<file path="config.mk">
export PLATFORM = sky130hd
export DESIGN_NAME = cci_mpf_prim_lutram_rmw_arb
export DESIGN_NICKNAME = d
export VERILOG_FILES = /design/src/rtl/cci_mpf_prim_lutram_rmw_arb_pkg.sv /design/src/rtl/cci_mpf_prim_lutram_init.sv /design/src/rtl/cci_mpf_prim_lutram_rmw_arb.sv
export SDC_FILE = /design/constraint.sdc
export NUM_CORES = 1
export LEC_CHECK = 0
export ABC_AREA = 1
export CORE_UTILIZATION = 40
export DETAILED_ROUTE_END_ITERATION = 8
export SLEW_MARGIN = 10
export SYNTH_ARGS = -nofsm -noshare
export SYNTH_HDL_FRONTEND = slang
export SYNTH_SLANG_ARGS = --single-unit
</file>
<file path="constraint.sdc">
create_clock -name clk -period 4.25 [get_ports clk]
set_clock_uncertainty 0.1 [all_clocks]
set_input_delay 1.275 -clock clk [delete_from_list [all_inputs] [get_ports clk]]
set_output_delay 1.275 -clock clk [all_outputs]
set_load 0.01 [all_outputs]
</file>
<file path="src/rtl/cci_mpf_prim_lutram_rmw_arb_pkg.sv">
// Shared types for the LUTRAM read-modify-write arbiter.
// Bundle fields are sized to maximum widths; users take the low bits.
package cci_mpf_prim_lutram_rmw_arb_pkg;

  localparam int RMW_MAX_IDX_BITS   = 16;
  localparam int RMW_MAX_DATA_BITS  = 64;
  localparam int RMW_MAX_REQID_BITS = 8;

  typedef logic [RMW_MAX_IDX_BITS-1:0]   rmw_idx_t;
  typedef logic [RMW_MAX_DATA_BITS-1:0]  rmw_data_t;
  typedef logic [RMW_MAX_REQID_BITS-1:0] rmw_reqid_t;

  typedef struct packed {
    rmw_reqid_t reqid;
    rmw_idx_t   idx;
    rmw_data_t  delta;
  } rmw_req_t;

  typedef struct packed {
    logic      valid;
    rmw_req_t  req;
    rmw_data_t old_val;
  } rmw_s1_t;

  typedef struct packed {
    rmw_reqid_t reqid;
    rmw_idx_t   idx;
    rmw_data_t  old_val;
    rmw_data_t  new_val;
    logic       sat;
  } rmw_rsp_t;

  typedef enum logic {
    INIT_BUSY  = 1'b0,
    INIT_READY = 1'b1
  } init_state_t;

  function automatic int rmw_reqid_bits(input int n_req);
    return (n_req > 1) ? $clog2(n_req) : 1;
  endfunction

endpackage

</file>
<file path="src/rtl/cci_mpf_prim_lutram_init.sv">
// LUTRAM with async read, sync write and post-reset fill to INIT_VALUE.
// Ports: clk, reset, rdy, raddr/rdata, wen/waddr/wdata.
module cci_mpf_prim_lutram_init
  import cci_mpf_prim_lutram_rmw_arb_pkg::*;
#(
  parameter int N_ENTRIES = 32,
  parameter int N_DATA_BITS = 16,
  parameter logic [N_DATA_BITS-1:0] INIT_VALUE = '0,
  parameter string READ_DURING_WRITE = "NEW_DATA",
  localparam int IDX_BITS = $clog2(N_ENTRIES)
) (
  input  logic                   clk,
  input  logic                   reset,
  output logic                   rdy,
  input  logic [IDX_BITS-1:0]    raddr,
  output logic [N_DATA_BITS-1:0] rdata,
  input  logic                   wen,
  input  logic [IDX_BITS-1:0]    waddr,
  input  logic [N_DATA_BITS-1:0] wdata
);

  localparam bit BYPASS = (READ_DURING_WRITE == "NEW_DATA");

  logic [N_DATA_BITS-1:0] mem [N_ENTRIES];

  init_state_t            state_q, state_d;
  logic [IDX_BITS-1:0]    init_idx_q, init_idx_d;
  logic                   mem_wen;
  logic [IDX_BITS-1:0]    mem_waddr;
  logic [N_DATA_BITS-1:0] mem_wdata;

  always_ff @(posedge clk) begin
    if (reset) begin
      state_q    <= INIT_BUSY;
      init_idx_q <= '0;
    end else begin
      state_q    <= state_d;
      init_idx_q <= init_idx_d;
    end
  end

  always_comb begin
    state_d    = state_q;
    init_idx_d = init_idx_q;
    mem_wen    = wen;
    mem_waddr  = waddr;
    mem_wdata  = wdata;
    unique case (state_q)
      INIT_BUSY: begin
        mem_wen    = 1'b1;
        mem_waddr  = init_idx_q;
        mem_wdata  = INIT_VALUE;
        init_idx_d = init_idx_q + IDX_BITS'(1);
        if (&init_idx_q) state_d = INIT_READY;
      end
      INIT_READY: begin
      end
      default: state_d = INIT_BUSY;
    endcase
  end

  always_ff @(posedge clk) begin
    if (mem_wen) mem[mem_waddr] <= mem_wdata;
  end

  // Forward the write port so a same-cycle read sees the new value.
  assign rdata = (BYPASS && mem_wen && (mem_waddr == raddr))
               ? mem_wdata : mem[raddr];

  assign rdy = (state_q == INIT_READY);

endmodule

</file>
<file path="src/rtl/cci_mpf_prim_lutram_rmw_arb.sv">
// Round-robin arbitrated saturating counter table (read, add, write).
// Ports: clk, reset, rdy, req_valid/idx/delta, req_grant, rsp_*.
module cci_mpf_prim_lutram_rmw_arb
  import cci_mpf_prim_lutram_rmw_arb_pkg::*;
#(
  parameter int N_ENTRIES = 32,
  parameter int N_DATA_BITS = 16,
  parameter int N_DELTA_BITS = 8,
  parameter int N_REQ = 2,
  localparam int IDX_BITS = $clog2(N_ENTRIES),
  localparam int REQID_BITS = rmw_reqid_bits(N_REQ)
) (
  input  logic                               clk,
  input  logic                               reset,
  output logic                               rdy,
  input  logic [N_REQ-1:0]                   req_valid,
  input  logic [N_REQ-1:0][IDX_BITS-1:0]     req_idx,
  input  logic [N_REQ-1:0][N_DELTA_BITS-1:0] req_delta,
  output logic [N_REQ-1:0]                   req_grant,
  output logic                               rsp_valid,
  output logic [REQID_BITS-1:0]              rsp_reqid,
  output logic [IDX_BITS-1:0]                rsp_idx,
  output logic [N_DATA_BITS-1:0]             rsp_old,
  output logic [N_DATA_BITS-1:0]             rsp_new,
  output logic                               rsp_sat
);

  localparam int SUM_BITS = N_DATA_BITS + 2;

  logic [REQID_BITS-1:0]   ptr_q;
  logic [REQID_BITS-1:0]   gnt_id;
  logic                    gnt_any;
  rmw_req_t                s0_req;
  rmw_s1_t                 s1_q;
  rmw_rsp_t                rsp;
  logic [N_DATA_BITS-1:0]  rd_data;
  logic                    wen;
  logic [N_DELTA_BITS-1:0] s1_delta;
  logic [N_DATA_BITS-1:0]  s1_old;
  logic [SUM_BITS-1:0]     sum;
  logic                    neg;
  logic                    ovf;
  logic                    s1_unused;
  logic                    rsp_unused;

  always_comb begin : arb
    logic [REQID_BITS-1:0] slot;
    req_grant = '0;
    gnt_id    = '0;
    gnt_any   = 1'b0;
    slot      = '0;
    if (rdy) begin
      for (int k = 0; k < N_REQ; k++) begin
        slot = REQID_BITS'((int'(ptr_q) + k) % N_REQ);
        if (!gnt_any && req_valid[slot]) begin
          gnt_any         = 1'b1;
          gnt_id          = slot;
          req_grant[slot] = 1'b1;
        end
      end
    end
  end

  always_ff @(posedge clk) begin
    if (reset) begin
      ptr_q <= '0;
    end else if (gnt_any) begin
      ptr_q <= (int'(gnt_id) == N_REQ - 1)
             ? '0 : gnt_id + REQID_BITS'(1);
    end
  end

  assign s0_req.reqid = RMW_MAX_REQID_BITS'(gnt_id);
  assign s0_req.idx   = RMW_MAX_IDX_BITS'(req_idx[gnt_id]);
  assign s0_req.delta = RMW_MAX_DATA_BITS'(req_delta[gnt_id]);

  always_ff @(posedge clk) begin
    if (reset) begin
      s1_q.valid <= 1'b0;
    end else begin
      s1_q.valid   <= gnt_any;
      s1_q.req     <= s0_req;
      s1_q.old_val <= RMW_MAX_DATA_BITS'(rd_data);
    end
  end

  assign s1_delta = s1_q.req.delta[N_DELTA_BITS-1:0];
  assign s1_old   = s1_q.old_val[N_DATA_BITS-1:0];

  // Two guard bits: the top one flags a negative sum, the next overflow.
  assign sum = {2'b00, s1_old}
             + {{(SUM_BITS-N_DELTA_BITS){s1_delta[N_DELTA_BITS-1]}},
                s1_delta};
  assign neg = sum[SUM_BITS-1];
  assign ovf = !neg && sum[N_DATA_BITS];

  always_comb begin
    rsp         = '0;
    rsp.reqid   = s1_q.req.reqid;
    rsp.idx     = s1_q.req.idx;
    rsp.old_val = s1_q.old_val;
    rsp.sat     = neg | ovf;
    if (neg) begin
      rsp.new_val = '0;
    end else if (ovf) begin
      rsp.new_val = RMW_MAX_DATA_BITS'({N_DATA_BITS{1'b1}});
    end else begin
      rsp.new_val = RMW_MAX_DATA_BITS'(sum[N_DATA_BITS-1:0]);
    end
  end

  // A reset arriving while S1 is full drops that update entirely.
  assign wen       = s1_q.valid && !reset;
  assign rsp_valid = wen;
  assign rsp_reqid = rsp.reqid[REQID_BITS-1:0];
  assign rsp_idx   = rsp.idx[IDX_BITS-1:0];
  assign rsp_old   = rsp.old_val[N_DATA_BITS-1:0];
  assign rsp_new   = rsp.new_val[N_DATA_BITS-1:0];
  assign rsp_sat   = rsp.sat;

  assign s1_unused  = ^s1_q;
  assign rsp_unused = ^rsp;

  cci_mpf_prim_lutram_init #(
    .N_ENTRIES         (N_ENTRIES),
    .N_DATA_BITS       (N_DATA_BITS),
    .INIT_VALUE        ('0),
    .READ_DURING_WRITE ("NEW_DATA")
  ) u_ram (
    .clk   (clk),
    .reset (reset),
    .rdy   (rdy),
    .raddr (req_idx[gnt_id]),
    .rdata (rd_data),
    .wen   (wen),
    .waddr (rsp_idx),
    .wdata (rsp_new)
  );

endmodule

</file>
### Yosys cells after proc, flatten, opt, wreduce, memory -nomap -nowiden

Memory sizes are Yosys's and may differ from the RTL's. A register that Yosys moved wholly into a read port is not among the register bits.
Index checks and enable logic that the tools add are counted.

| storage, ports and cells | value |
|---|---|
| register bits | 22 |
| bits in writable memories | 512 |
| input port bits | 30 |
| output and inout bits | 43 |
| logic and storage cells | 62 |
| memories | 1 |

Memory list:

| memory | words | bits a word | rd ports | clocked after Yosys merged registers in | wr ports | line | RTL |
|---|---|---|---|---|---|---|---|
| u_ram.mem | 32 | 16 | 1 | 1 | 1 | cci_mpf_prim_lutram_init.sv:24 | `logic [N_DATA_BITS-1:0] mem [N_ENTRIES];` |

| cells by class | value |
|---|---|
| $add $sub $neg | 4 |
| $lt $le $gt $ge | 5 |
| multiplexer cells | 33 |
| bitwise operators | 2 |
| reductions and logical operators | 10 |

Operators by type and width:

| operator | count |
|---|---|
| $mux 16 | 3 |
| $mux 1 | 19 |
| $add 17x8->18 | 1 |
| $mux 8 | 2 |
| $mux 5 | 3 |
| $mux 2 | 4 |
| $lt 1x2->1 const B | 3 |
| $add 5x1->5 const B | 1 |
| $logic_and 1x1->1 | 5 |
| $reduce_and 5->1 | 1 |
| $logic_not 1->1 | 4 |
| $add 1x1->1 const B | 2 |
| $demux 1 s1 | 2 |
| $ge 1x1->1 const B | 2 |
| $or 2x2->2 | 1 |
| $or 1x1->1 | 1 |

### Longest topological paths before layout

| logic depth | value |
|---|---|
| depth after elaboration | 10 |
| depth in mapped cells | 15 |
| gate-level depth less buffers | 14 |

### Cells and area by module

From an unflattened synthesis, not the netlist that was laid out.

| second synthesis, totals | value |
|---|---|
| cells, all modules | 2,381 |
| area total of the unflattened synthesis | 24,489.7 um2 |

By module, submodules not included:

| module | instances | cells each | area an instance (um2) | sequential area each (um2) |
|---|---|---|---|---|
| cci_mpf_prim_lutram_init | 1 | 2,019 | 21,884.7 | 15,494.9 |
| cci_mpf_prim_lutram_rmw_arb | 1 | 362 | 2,605.0 | 940.9 |

### Worst setup path before layout

Ideal clock, no wire load.

| timing | value |
|---|---|
| path type | reg2reg |
| start | reg, netlist name rsp_old[0] |
| end | mem u_ram.mem[0][11], data pin |
| library setup time | 0.445 ns |
| arrival time | 3.173 ns |
| required time | 3.705 ns |
| slack | 0.532 ns |
| cell stages (with the launch flop) | 15 |
| buffers on the path | 1 |
| clock period less this slack | 3.718 ns |
| path through | edfxtp_1 -> ha_1 -> fa_1 -> nand3_1 -> nand2_1 -> nand2_1 -> nand2_1 -> nand3_1 -> nand2_1 -> nand2_1 -> nand2_2 -> buf_2 -> nand2_1 -> inv_1 -> nor3_1 |

| between the ends | value |
|---|---|
| word-level cells in the longest chain between the ends | 6 |

Ends and longest elaborated chain:

| element | line | RTL |
|---|---|---|
| $add 17x8->18 (*) | cci_mpf_prim_lutram_rmw_arb.sv:92 | `+ {{(SUM_BITS-N_DELTA_BITS){s1_delta[N_DELTA_BITS-1]}},` |
| $logic_not 1->1 | cci_mpf_prim_lutram_rmw_arb.sv:95 | `assign ovf = !neg && sum[N_DATA_BITS];` |
| $logic_and 1x1->1 | cci_mpf_prim_lutram_rmw_arb.sv:95 |  |
| $mux 16 | cci_mpf_prim_lutram_rmw_arb.sv:105 | `end else if (ovf) begin` |
| $mux 16 (*) | cci_mpf_prim_lutram_rmw_arb.sv:103 | `if (neg) begin` |
| $mux 16 (*) | cci_mpf_prim_lutram_init.sv:48 | `unique case (state_q)` |
| net u_ram.mem_wdata[11] | cci_mpf_prim_lutram_init.sv:30 | `logic [N_DATA_BITS-1:0] mem_wdata;` |
| end: declaration | cci_mpf_prim_lutram_init.sv:24 |  |

The timed path passes the listed nets; every way through them passes the cells marked *.

### Worst setup path in the final report

| timing | value |
|---|---|
| start | reg, netlist name rsp_old[0] |
| end | out rsp_new[10] |

| between the ends | value |
|---|---|
| word-level cells in the longest chain between the ends | 5 |

Ends and longest elaborated chain:

| element | line | RTL |
|---|---|---|
| $add 17x8->18 (*) | cci_mpf_prim_lutram_rmw_arb.sv:92 |  |
| $logic_not 1->1 | cci_mpf_prim_lutram_rmw_arb.sv:95 |  |
| $logic_and 1x1->1 | cci_mpf_prim_lutram_rmw_arb.sv:95 |  |
| $mux 16 | cci_mpf_prim_lutram_rmw_arb.sv:105 |  |
| $mux 16 (*) | cci_mpf_prim_lutram_rmw_arb.sv:103 |  |
| end: declaration | cci_mpf_prim_lutram_rmw_arb.sv:24 | `output logic [N_DATA_BITS-1:0] rsp_new,` |

Every way passes the cells marked *; elsewhere a longest branch is shown, timed or not.

==> metrics <==
share of cells above drive strength 1=between 10 and 15%; GRT Total Usage=between 20% and 30%; final worst slack=-0.0310 ns; Post-route DRC=0; Netlist Area Pre-Place=approximately 26000 um^2; Syn Nets=2614; drt pass-1 iters=6; Hold Path Depth=2; CTS buffer count=between 50 and 60; clock slew at reported path FFs=approximately 0.060 ns; nets=between 2000 and 3000; initial antenna violation count=0; Least-Margin Pin Slew=about 1.0 ns; post-DP HPWL=~44000 um; vias=between 15000 and 20000; htree depth=2; post-route clock period utilization=101%; Synth warnings=0; crit path DAT=about 2.9 ns; clock buffer depth=3; sequential fraction of the synthesis area=between 60% and 70%; Mapped Cells=between 2000 and 3000; ANT cells=0; worst skew pair latency=~0.62 ns; Crit. path cell count=11; CP max stage delay=0.40 ns; drt initial violations=1647; Max-slew headroom=31.9%; top post-synthesis cells by area=edfxtp_1, nand3_1, nand2_1, inv_1, nand3b_1; leak pwr=roughly 13 nW; die extent in y=roughly 260 um; core footprint=~63000 um^2; Synth Flop Type=edfxtp_1; P per Cell Area=slightly below 400 nW/um^2; pre-CTS setup slack=-0.00981 ns; worst reg2reg path depth=11; CP startpoint kind=register; Setup CP Type=reg2out; family with the most delay on the worst path=buffers and inverters; ys async rst share=0%; Port Buffers=72; Critical Path Sink Type=primary output; max_cap viols=0; #FFs+latches synth=550; EDFF count, synth=542; Final min period=about 4.3 ns; I/O pins=73; failing checks=setup timing; final core occ=47.3%; worst hold path class=reg2reg; GRT Residual Overflow=0; largest net degree at the start of global routing=between 60 and 70; Die W=between 200 and 300 um; WL/cell=20.1 um; Avg Synthesized Cell Area=around 10 um^2; CP required=approximately 2.9 ns; drt total wl=about 71000 um; Final Instance Area=~30000 um^2; Initial Util=around two fifths; status=complete, but fails checks; CTS tree=yes; Yosys cell types=37; Final Hold Vio Count=0; post-DR vias/cell=5.13; VDD IR max=a little over 400 uV; Post-DRT Antenna Nets=0; Synth area leader=edfxtp_1; CTS Hold Bufs=0; Power, Total=~0.012 W; row count=92; hold_ws=approximately 0.37 ns; first-pass GRT wire length=108000 um; area delta synth->final=16.3%; fin. max-slew vios=0; clk root buf=clkbuf_16; Die Area=between 60000 and 70000 um^2; crit path cell chain=ha_2 > fa_2 > buf_4 > buf_4 > nand3_1 > nand3b_1 > xnor2_2 > nand2_1 > nand2_1 > inv_1 > dlygate4sd2_1; top cells by count, synth=nand2_1, edfxtp_1, nand3_1; DP Area=27900 um^2; count leader, synth=nand2_1; post-synth top area share=between 60 and 70%; vias in the first global route=approximately 17000; Placer Congestion=roughly 0.9; CP Buf/Inv Count=4; Max Fanout on Critical Path=2; R2R Setup Slk=between 0.9 and 1 ns; Worst path slowest cell=edfxtp_1; CTS Sinks=between 500 and 600; # setup viols final=1; FMAX=234 MHz; unrepaired setup endpoints after global routing=true
[placed cells by master (no fill, tap or decap), drive strengths merged]
cell type / count
fa: 1
clkdlybuf4s50: 55
inv: 473
a21o: 1
a21oi: 21
or2: 4
dlygate4sd2: 3
a22oi: 1
nand3: 526
clkinvlp: 1
clkinv: 26
edfxtp: 542
nor3: 13
and2: 1
dfxtp: 8
nand3b: 81
and3: 1
bufinv: 1
nor2: 76
nand2: 604
clkbuf: 79
clkdlybuf4s15: 1
ha: 19
o21ai: 18
o21bai: 3
nand4: 17
buf: 132
xor2: 6
xnor2: 1
nor4: 2
[flip-flops by register name, indices dropped and copies added, names as in the netlist]
signal            cells
u_ram.rdy             1
u_ram.init_idx_q      5
rsp_old              16
rsp_reqid             1
u_ram.mem           512
s1_q                  1
rsp_idx               5
ptr_q                 1
s1_delta              8
[worst reg2reg max path, delay by kind of cell, from the launching register on]
kind / cells / cell delay (ns)
compound gates: 1 / 0.18
flops: 1 / 0.42
simple gates: 6 / 1.17
buf+inv: 4 / 1.16
[timing repair]
| action | CTS | global route |
|---|---|---|
| gates resized for setup | 65 | 54 |
| cloned | 2 | 0 |
| endpoints found under the setup margin | 17 | 17 |
| pin swaps | 7 | 11 |
| buffers inserted | 9 | 5 |
[stage by stage]
| step | std cells | TNS (ns) |
|---|---|---|
| after floorplan | 2564 | 0 |
| after global placement | 3447 | 0 |
| after detailed placement | 3447 | -0.0185 |
| after CTS | 3558 | -0.0155 |
| after global routing | 3563 | -0.584 |
| final | 3563 | -0.0310 |
[power by group]
group | total (W) | leakage (nW) | switching [W] | internal [W]
Combinational | 0.00124 | 7.29 | 0.000797 | 0.000443
Sequential | 0.00601 | 4.69 | 0.0000420 | 0.00597
Clock | 0.00453 | 0.801 | 0.00204 | 0.00250
Total | 0.0118 | 12.8 | 0.00288 | 0.00891
[cell type report]
class                      instances  area (um^2)
multi-input combinational       1396         7220
clock buffer                      69         1470
tap                              846         1060
sequential                       550        16400
clock inverter                    31          171
inverter                         470         1780
fill                            5778        33300
timing repair buffer             201         1830
[final timing paths]
kind | end | from
worst max register to register | rsp_old[0] | u_ram.rdy
worst min-delay path | ptr_q | ptr_q
worst max-delay path | rsp_new[10] | rsp_old[0]
worst min register to register | ptr_q | ptr_q
[per-layer routing]
layer | part of all wire, % | vias to the layer above | GRT usage, %
li1 | - | 8647 | -
met1 | 44 | 8763 | 30.7
met2 | 45 | 759 | 33.7
met3 | 7.6 | 122 | 3.80
met4 | 3.5 | 0 | 8.22
met5 | 0 | - | 0
[cell families (layout without fill, tap and decap cells)]
family / after synthesis / count (layout) / synth area share [%]
AND/OR/NAND/NOR: 1323 / 1325 / 23.9
flip-flops: 550 / 550 / 63.8
adder cells (fa/ha/maj): 20 / 20 / 1.00
XOR/XNOR: 7 / 7 / 0.238
AO/OA/AOI/OAI: 44 / 44 / 1.01
buffers and inverters: 620 / 771 / 10.1
(Power assumes the default switching activity.)
